<file path="src/rtl/rgb_gray_converter.sv">
// Frame-walk stage: sweeps the RGB444 buffer, converts each pixel to 4-bit luma and fills the gray buffer at 1 pixel/clock.
// Optional GRAY_THRESHOLD_EN macro binarises the output against THRESH.
module rgb_gray_converter #(
  parameter int IMG_W      = 120,
  parameter int IMG_H      = 120,
  parameter int ADDR_W     = 14,
  parameter int RD_LATENCY = 1,
  parameter int THRESH     = 8
) (
  input  logic              clk_50,
  input  logic              reset,
  input  logic              start,
  output logic              busy,
  output logic              done,
  output logic              rd_en,
  output logic [ADDR_W-1:0] rd_addr,
  input  logic [11:0]       rd_data,
  output logic              wr_en,
  output logic [ADDR_W-1:0] wr_addr,
  output logic [3:0]        wr_data
);

  localparam int NPIX = IMG_W * IMG_H;
  localparam logic [ADDR_W-1:0] LAST_ADDR = ADDR_W'(NPIX - 1);

  if (NPIX > (2 ** ADDR_W) || RD_LATENCY < 1 || RD_LATENCY > 3 || THRESH < 0 || THRESH > 15) begin : g_param_check
    $error("rgb_gray_converter: illegal parameter combination");
  end

  typedef enum logic [1:0] {
    IDLE  = 2'd0,
    SWEEP = 2'd1,
    DRAIN = 2'd2,
    DONE  = 2'd3
  } state_t;

  state_t                  state_reg;
  state_t                  state_next;
  logic [ADDR_W-1:0]       rd_addr_reg;
  logic [ADDR_W-1:0]       rd_addr_next;

  // Read-side delay line: valid and address travel alongside the buffer latency.
  logic [RD_LATENCY-1:0]   vld_pipe_reg;
  logic [ADDR_W-1:0]       addr_pipe_reg [RD_LATENCY];

  logic                    wr_en_reg;
  logic [ADDR_W-1:0]       wr_addr_reg;
  logic [3:0]              wr_data_reg;

  // ---------------------------------------------------------------- FSM
  always_ff @(posedge clk_50) begin
    if (reset) begin
      state_reg   <= IDLE;
      rd_addr_reg <= '0;
    end else begin
      state_reg   <= state_next;
      rd_addr_reg <= rd_addr_next;
    end
  end

  always_comb begin
    state_next   = state_reg;
    rd_addr_next = rd_addr_reg;
    busy         = 1'b0;
    done         = 1'b0;
    rd_en        = 1'b0;
    case (state_reg)
      IDLE: begin
        if (start) begin
          state_next   = SWEEP;
          rd_addr_next = '0;
        end
      end
      SWEEP: begin
        busy  = 1'b1;
        rd_en = 1'b1;
        // Hold on the last address rather than wrapping back to zero.
        if (rd_addr_reg == LAST_ADDR) begin
          state_next = DRAIN;
        end else begin
          rd_addr_next = rd_addr_reg + ADDR_W'(1);
        end
      end
      DRAIN: begin
        busy = 1'b1;
        if (vld_pipe_reg == '0) begin
          state_next = DONE;
        end
      end
      DONE: begin
        done       = 1'b1;
        state_next = IDLE;
      end
      default: begin
        state_next = IDLE;
      end
    endcase
  end

  assign rd_addr = rd_addr_reg;

  // ---------------------------------------------------------------- read latency alignment
  always_ff @(posedge clk_50) begin
    if (reset) begin
      vld_pipe_reg <= '0;
      for (int i = 0; i < RD_LATENCY; i++) begin
        addr_pipe_reg[i] <= '0;
      end
    end else begin
      vld_pipe_reg[0]  <= rd_en;
      addr_pipe_reg[0] <= rd_addr_reg;
      for (int i = 1; i < RD_LATENCY; i++) begin
        vld_pipe_reg[i]  <= vld_pipe_reg[i-1];
        addr_pipe_reg[i] <= addr_pipe_reg[i-1];
      end
    end
  end

  // ---------------------------------------------------------------- luma arithmetic
  // Channel index 0 = B, 1 = G, 2 = R; weights sum to 256 so the top nibble is the luma.
  localparam logic [11:0] WEIGHT [3] = '{12'd29, 12'd150, 12'd77};

  logic [11:0] term [3];
  logic [11:0] sum;
  logic [3:0]  gray;
  logic [3:0]  pix_out;

  for (genvar gi = 0; gi < 3; gi++) begin : g_term
    assign term[gi] = {8'd0, rd_data[gi*4 +: 4]} * WEIGHT[gi];
  end

  assign sum  = term[0] + term[1] + term[2];
  assign gray = 4'(sum >> 8);

`ifdef GRAY_THRESHOLD_EN
  assign pix_out = (gray >= 4'(THRESH)) ? 4'hF : 4'h0;
`else
  assign pix_out = gray;
`endif

  // ---------------------------------------------------------------- compute / write stage
  always_ff @(posedge clk_50) begin
    if (reset) begin
      wr_en_reg   <= 1'b0;
      wr_addr_reg <= '0;
      wr_data_reg <= '0;
    end else begin
      wr_en_reg <= vld_pipe_reg[RD_LATENCY-1];
      if (vld_pipe_reg[RD_LATENCY-1]) begin
        wr_addr_reg <= addr_pipe_reg[RD_LATENCY-1];
        wr_data_reg <= pix_out;
      end
    end
  end

  assign wr_en   = wr_en_reg;
  assign wr_addr = wr_addr_reg;
  assign wr_data = wr_data_reg;

endmodule

</file>
<file path="config.mk">
export PLATFORM = sky130hd
export DESIGN_NAME = rgb_gray_converter
export DESIGN_NICKNAME = d
export VERILOG_FILES = /design/src/rtl/rgb_gray_converter.sv
export SDC_FILE = /design/constraint.sdc
export NUM_CORES = 1
export LEC_CHECK = 0
export ABC_AREA = 1
export CORE_UTILIZATION = 50
export DETAILED_ROUTE_END_ITERATION = 12
export DONT_BUFFER_PORTS = 1
export GPL_TIMING_DRIVEN = 1
export PLACE_DENSITY = 0.68
export SYNTH_ARGS = -nofsm -noshare
export SYNTH_HDL_FRONTEND = slang
export SYNTH_SLANG_ARGS = --single-unit
export TNS_END_PERCENT = 10
</file>
<file path="constraint.sdc">
create_clock -name clk_50 -period 5.5 [get_ports clk_50]
set_input_delay 0.55 -clock clk_50 [delete_from_list [all_inputs] [get_ports clk_50]]
set_output_delay 0.55 -clock clk_50 [all_outputs]
set_load 0.02 [all_outputs]
</file>
# ---- After elaboration in Yosys (flattened, before gate mapping)
# Memory sizes are Yosys's and may differ from the RTL's. A register that Yosys moved wholly into a read port is not among the register bits.
# Cells that the tools add are included.
dict set report totals {
  out_inout_bits 36
  mem_bits_rw 14
  in_bits 15
  ff_bits 22
  mem_count 1
  wordCells 41
}
# name depth width rd rd_clocked_by_memory_dff wr line_no
set mem_list {}
lappend mem_list {addr_pipe_reg 1 14 1 1 1 44} ;# logic [ADDR_W-1:0] addr_pipe_reg [RD_LATENCY];
dict set report classes {
  n_mul 3
  n_eq_ne 8
  add_sub_neg 3
  reduce_logical 6
  muxes 15
}
# cell n
set ops {}
lappend ops {{2-to-1 mux 14 bit} 3}
lappend ops {{case mux 14 bit (2 select lines)} 1}
lappend ops {{multiplier 4 x 7 -> 11 bit, second input constant} 2}
lappend ops {{adder 14 x 1 -> 14 bit, second input constant} 1}
lappend ops {{equality test 14 bit, second input constant} 1}
lappend ops {{OR reduction 14 bit} 1}
lappend ops {{adder 12 x 11 -> 12 bit} 1}
lappend ops {{adder 9 x 12 -> 12 bit} 1}
lappend ops {{multiplier 4 x 5 -> 9 bit, second input constant} 1}
lappend ops {{inequality test 2 bit, second input constant} 4}
lappend ops {{case mux 2 bit (4 select lines)} 1}
lappend ops {{2-to-1 mux 1 bit} 7}
lappend ops {{2-to-1 mux 2 bit} 3}
lappend ops {{AND reduction 3 bit} 2}
lappend ops {{equality test 2 bit, second input constant} 2}
lappend ops {{equality test 2 x 1 -> 1 bit, second input constant} 1}
lappend ops {{zero test 2 bit} 1}
lappend ops {{nonzero test 2 bit} 1}
lappend ops {{OR reduction 2 bit} 1}

# ---- Logic depth before layout (Yosys ltp)
dict set report logic_depth {
  word_depth 3
  mapped_depth 24
  mapped_depth_nobuf 24
}

# ---- Worst setup path after synthesis
# Ideal clock, no wire load.
dict set report synth_path {
  path_type {input -> register}
  startpoint {in rd_data[6]}
  endpoint {reg wr_data_reg[3], in the netlist wr_data[3]}
  arrival_time_ps 4589
  path_stages 22
  path_slack_ps 802
  path_buffers 0
  setup_ps 109
  required_ps 5391
  cell_sequence {ha_1 -> inv_1 -> fa_1 -> inv_1 -> ha_1 -> fa_1 -> fa_1 -> inv_1 -> fa_1 -> inv_1 -> fa_1 -> ha_1 -> nand2_1 -> nand2_1 -> nand2_1 -> nand2_1 -> nand2_1 -> nand3_1 -> nand3_1 -> nand3_1 -> nand2_1 -> inv_1}
}
dict set report synth_via {
  elab_chain_cells 3
}
# item line_no
set synth_lines {}
lappend synth_lines {{from (decl)} 17} ;# input logic [11:0] rd_data,
lappend synth_lines {{multiplier 4 x 7 -> 11 bit} 129} ;# assign term[gi] = {8'd0, rd_data[gi*4 +: 4]} * WEIGHT[gi];
lappend synth_lines {{adder 9 x 12 -> 12 bit} 132} ;# assign sum = term[0] + term[1] + term[2];
lappend synth_lines {{adder 12 x 11 -> 12 bit} 132}
lappend synth_lines {{to (signal assigned)} 151} ;# wr_data_reg <= pix_out;
lappend synth_lines {{to (decl)} 48} ;# logic [3:0] wr_data_reg;
# Every way passes these cells.
# A chain may end at the register's enable or synchronous reset.

# ---- Final worst setup path
# Same ends and word-level chain as after synthesis.

==> results_dict.tcl <==
set metrics [dict create \
    status "finished, final reports clean" \
    gr-total-overflow 0 \
    drt_wl_total_um 7870 \
    clockBufferDepth 2 \
    synth_cell_types 31 \
    drc 0 \
    final.setup.tns_ns 0 \
    cts_resized 0 \
    dieArea_mm2 0.00797 \
    grt_first_pass_wirelength_um 13100 \
    cp.arrival_ns 4.84 \
    dp_cells 603 \
    finalCritPeriodShare_pct 84.1 \
    ir_worst_vdd_mv 0.135 \
    final_cell_mix "nand2_1 (97), inv_1 (91), nor2_1 (89)" \
    area_growth_pct 4.24 \
    fillers 745 \
    leakagePower_uw 0.00193 \
    layout_min_cycle_time_ns 4.62 \
    worstPathRequired_ns 5.71 \
    multi_input_area_mm2 0.00239 \
    tightest_slew_ns 0.774 \
    syn_nets 601 \
    max_freq_mhz 216 \
    design.core.area_mm2 0.00729 \
    worst_setup_path_end_kind "flip-flop" \
    dr.pass1.iters 4 \
    r2r_slack_ns 3.37 \
    clk_pin_slew_ns 0.10 \
    p_per_area_mw_per_mm2 412 \
    cts_tree "built" \
    clk-insertion-delay-late_ns 0.31 \
    route.vias.total 3042 \
    ys_seq_area_share_pct 26.3 \
    ctsHoldBuffers 0 \
    final_cell_area_mm2 0.00397 \
    grt_max_degree 31 \
    clockRootBuffer "clkbuf_8" \
    min_path_type "input port to flip-flop" \
    die_w_um 89.3 \
    final_common_cell "nand2_1" \
    syn_area_mm2 0.00381 \
    cap_violations 0 \
    ys_warn_count 0 \
    final-seq-area_mm2 0.00100 \
    dpl-instance-area_mm2 0.00387 \
    slew_viol_final 0 \
    slew_headroom_pct 48.3 \
    layout-drive-gt1-share_pct 6.05 \
    start_kind "input port" \
    via_per_inst 4.98 \
    io_buffer_count 0 \
    cts_max_level 2 \
    synth_seq_cells 50 \
    synth_top_area_share_pct 26.3 \
    fin_nets 597 \
    rsz0062_at_grt "no" \
    dpl.hpwl_um 6200 \
    routedWlPerCell_um 12.9 \
    worst_clock_skew_ns 0.00805 \
    die_y_um 89.3 \
    avgSynthCellArea_um2 7.39 \
    post-cts-setup-buffers 0 \
    drtIter0Drc 135 \
    ant_nets 0 \
    io-pin-count 51 \
    antenna_found_initial 0 \
    clock_sinks 50 \
    grt_pass1_vias 2813 \
    gp_congestion 0.825 \
    grt.total_usage_pct 21.4 \
    timing_worst_setup_path_type "input port to flip-flop" \
    finalSetupViolations 0 \
    cp_max_fo 6 \
    cts_made_buffers 5 \
    stdcell_count 611 \
    synth_area_leader_cell "dfxtp_1" \
    synthCells 515 \
    row_count 31 \
    synthTopCellsByArea "dfxtp_1 (26%), ha_1 (16%), fa_1 (11%)" \
    initial_core_util_pct 52.2 \
    finalHoldViolCount 0 \
    diodes 0 \
]
## layout make-up
class	instances	area share (%)
multi-input cells	359	60.2
flip-flops and latches	50	25.2
inverters	95	8.98
well taps	99	3.12
clock buffers	6	2.08
clock inverters	2	0.410
## report_power, final
| part | internal [µW] | total (µW) | switching [µW] | leakage (µW) |
|---|---|---|---|---|
| clock network | 104 | 231 | 127 | 0.0000478 |
| registers | 407 | 493 | 85.3 | 0.000406 |
| logic | 346 | 914 | 568 | 0.00147 |
| total | 857 | 1640 | 780 | 0.00193 |
## path summary, 6_finish.rpt
check / from / end / cells after the start
hold reg to reg: addr_pipe_reg[0][8] / wr_addr[8] / 2
setup / recovery: rd_data[6] / wr_data[3] / 22
hold / removal: reset / rd_addr[12] / 1
setup reg to reg: state_reg[1] / rd_addr[2] / 8
## synthesized netlist by cell type
| master | instances |
|---|---|
| buf_8 | 1 |
| fa_1 | 21 |
| nand3_1 | 23 |
| clkbuf_1 | 8 |
| ha_1 | 50 |
| nand4_1 | 6 |
| inv_1 | 91 |
| a21o_1 | 1 |
| a21oi_1 | 11 |
| nor2_2 | 4 |
| xor2_1 | 9 |
| and2_1 | 1 |
| and3_1 | 1 |
| xnor2_1 | 2 |
| nor2_1 | 89 |
| nand3_4 | 1 |
| a31oi_1 | 1 |
| nand3_2 | 2 |
| dfxtp_1 | 50 |
| buf_6 | 1 |
| nand2_1 | 97 |
| a21oi_2 | 9 |
| nor3_1 | 2 |
| or2_2 | 2 |
| buf_2 | 1 |
| o21bai_1 | 4 |
| o21ai_0 | 20 |
| nand2_2 | 2 |
| clkinv_1 | 1 |
| inv_2 | 3 |
| o211ai_1 | 1 |
## through the flow
stage	hold WS (ns)	worst slack [ns]	power, µW	util, %
6_report	0.294	0.875	1640	54.4
5_1_grt	0.276	0.654	1820	54.4
4_1_cts	0.282	0.879	1650	54.4
3_5_place_dp	0.443	0.560	1410	53.1
3_3_place_gp	0.437	0.639	1390	53.1
2_1_floorplan	0.431	0.802	1260	-
## cell families after synthesis
family                   Yosys count  synth area share [%]
XOR/XNOR                          11                  2.53
adder cells (fa/ha/maj)           71                  27.5
AO/OA/AOI/OAI                     47                  7.49
AND/OR/NAND/NOR                  230                  25.2
buffers and inverters            106                  11.0
flip-flops                        50                  26.3
## worst max-delay path: stages
cell	delay, ns
ha_1	0.26
inv_1	0.06
fa_1	0.52
inv_1	0.05
ha_1	0.30
fa_1	0.46
fa_1	0.52
inv_1	0.05
fa_1	0.48
inv_1	0.06
fa_1	0.47
ha_1	0.34
nand2_1	0.10
nand2_1	0.07
nand2_1	0.06
nand2_1	0.04
nand2_1	0.08
nand3_1	0.09
nand3_1	0.08
nand3_1	0.08
nand2_1	0.09
inv_1	0.04
## layer usage
layer  GRT usage [%]  vias up  part of all wire (%)
li1                -     1578                     -
met1            30.3     1393                    50
met2            33.7       64                    43
met3            4.25        7                   5.6
met4            5.19        0                   1.1
met5               0        -                     0
Note: power is estimated with default switching activity, not from simulation.
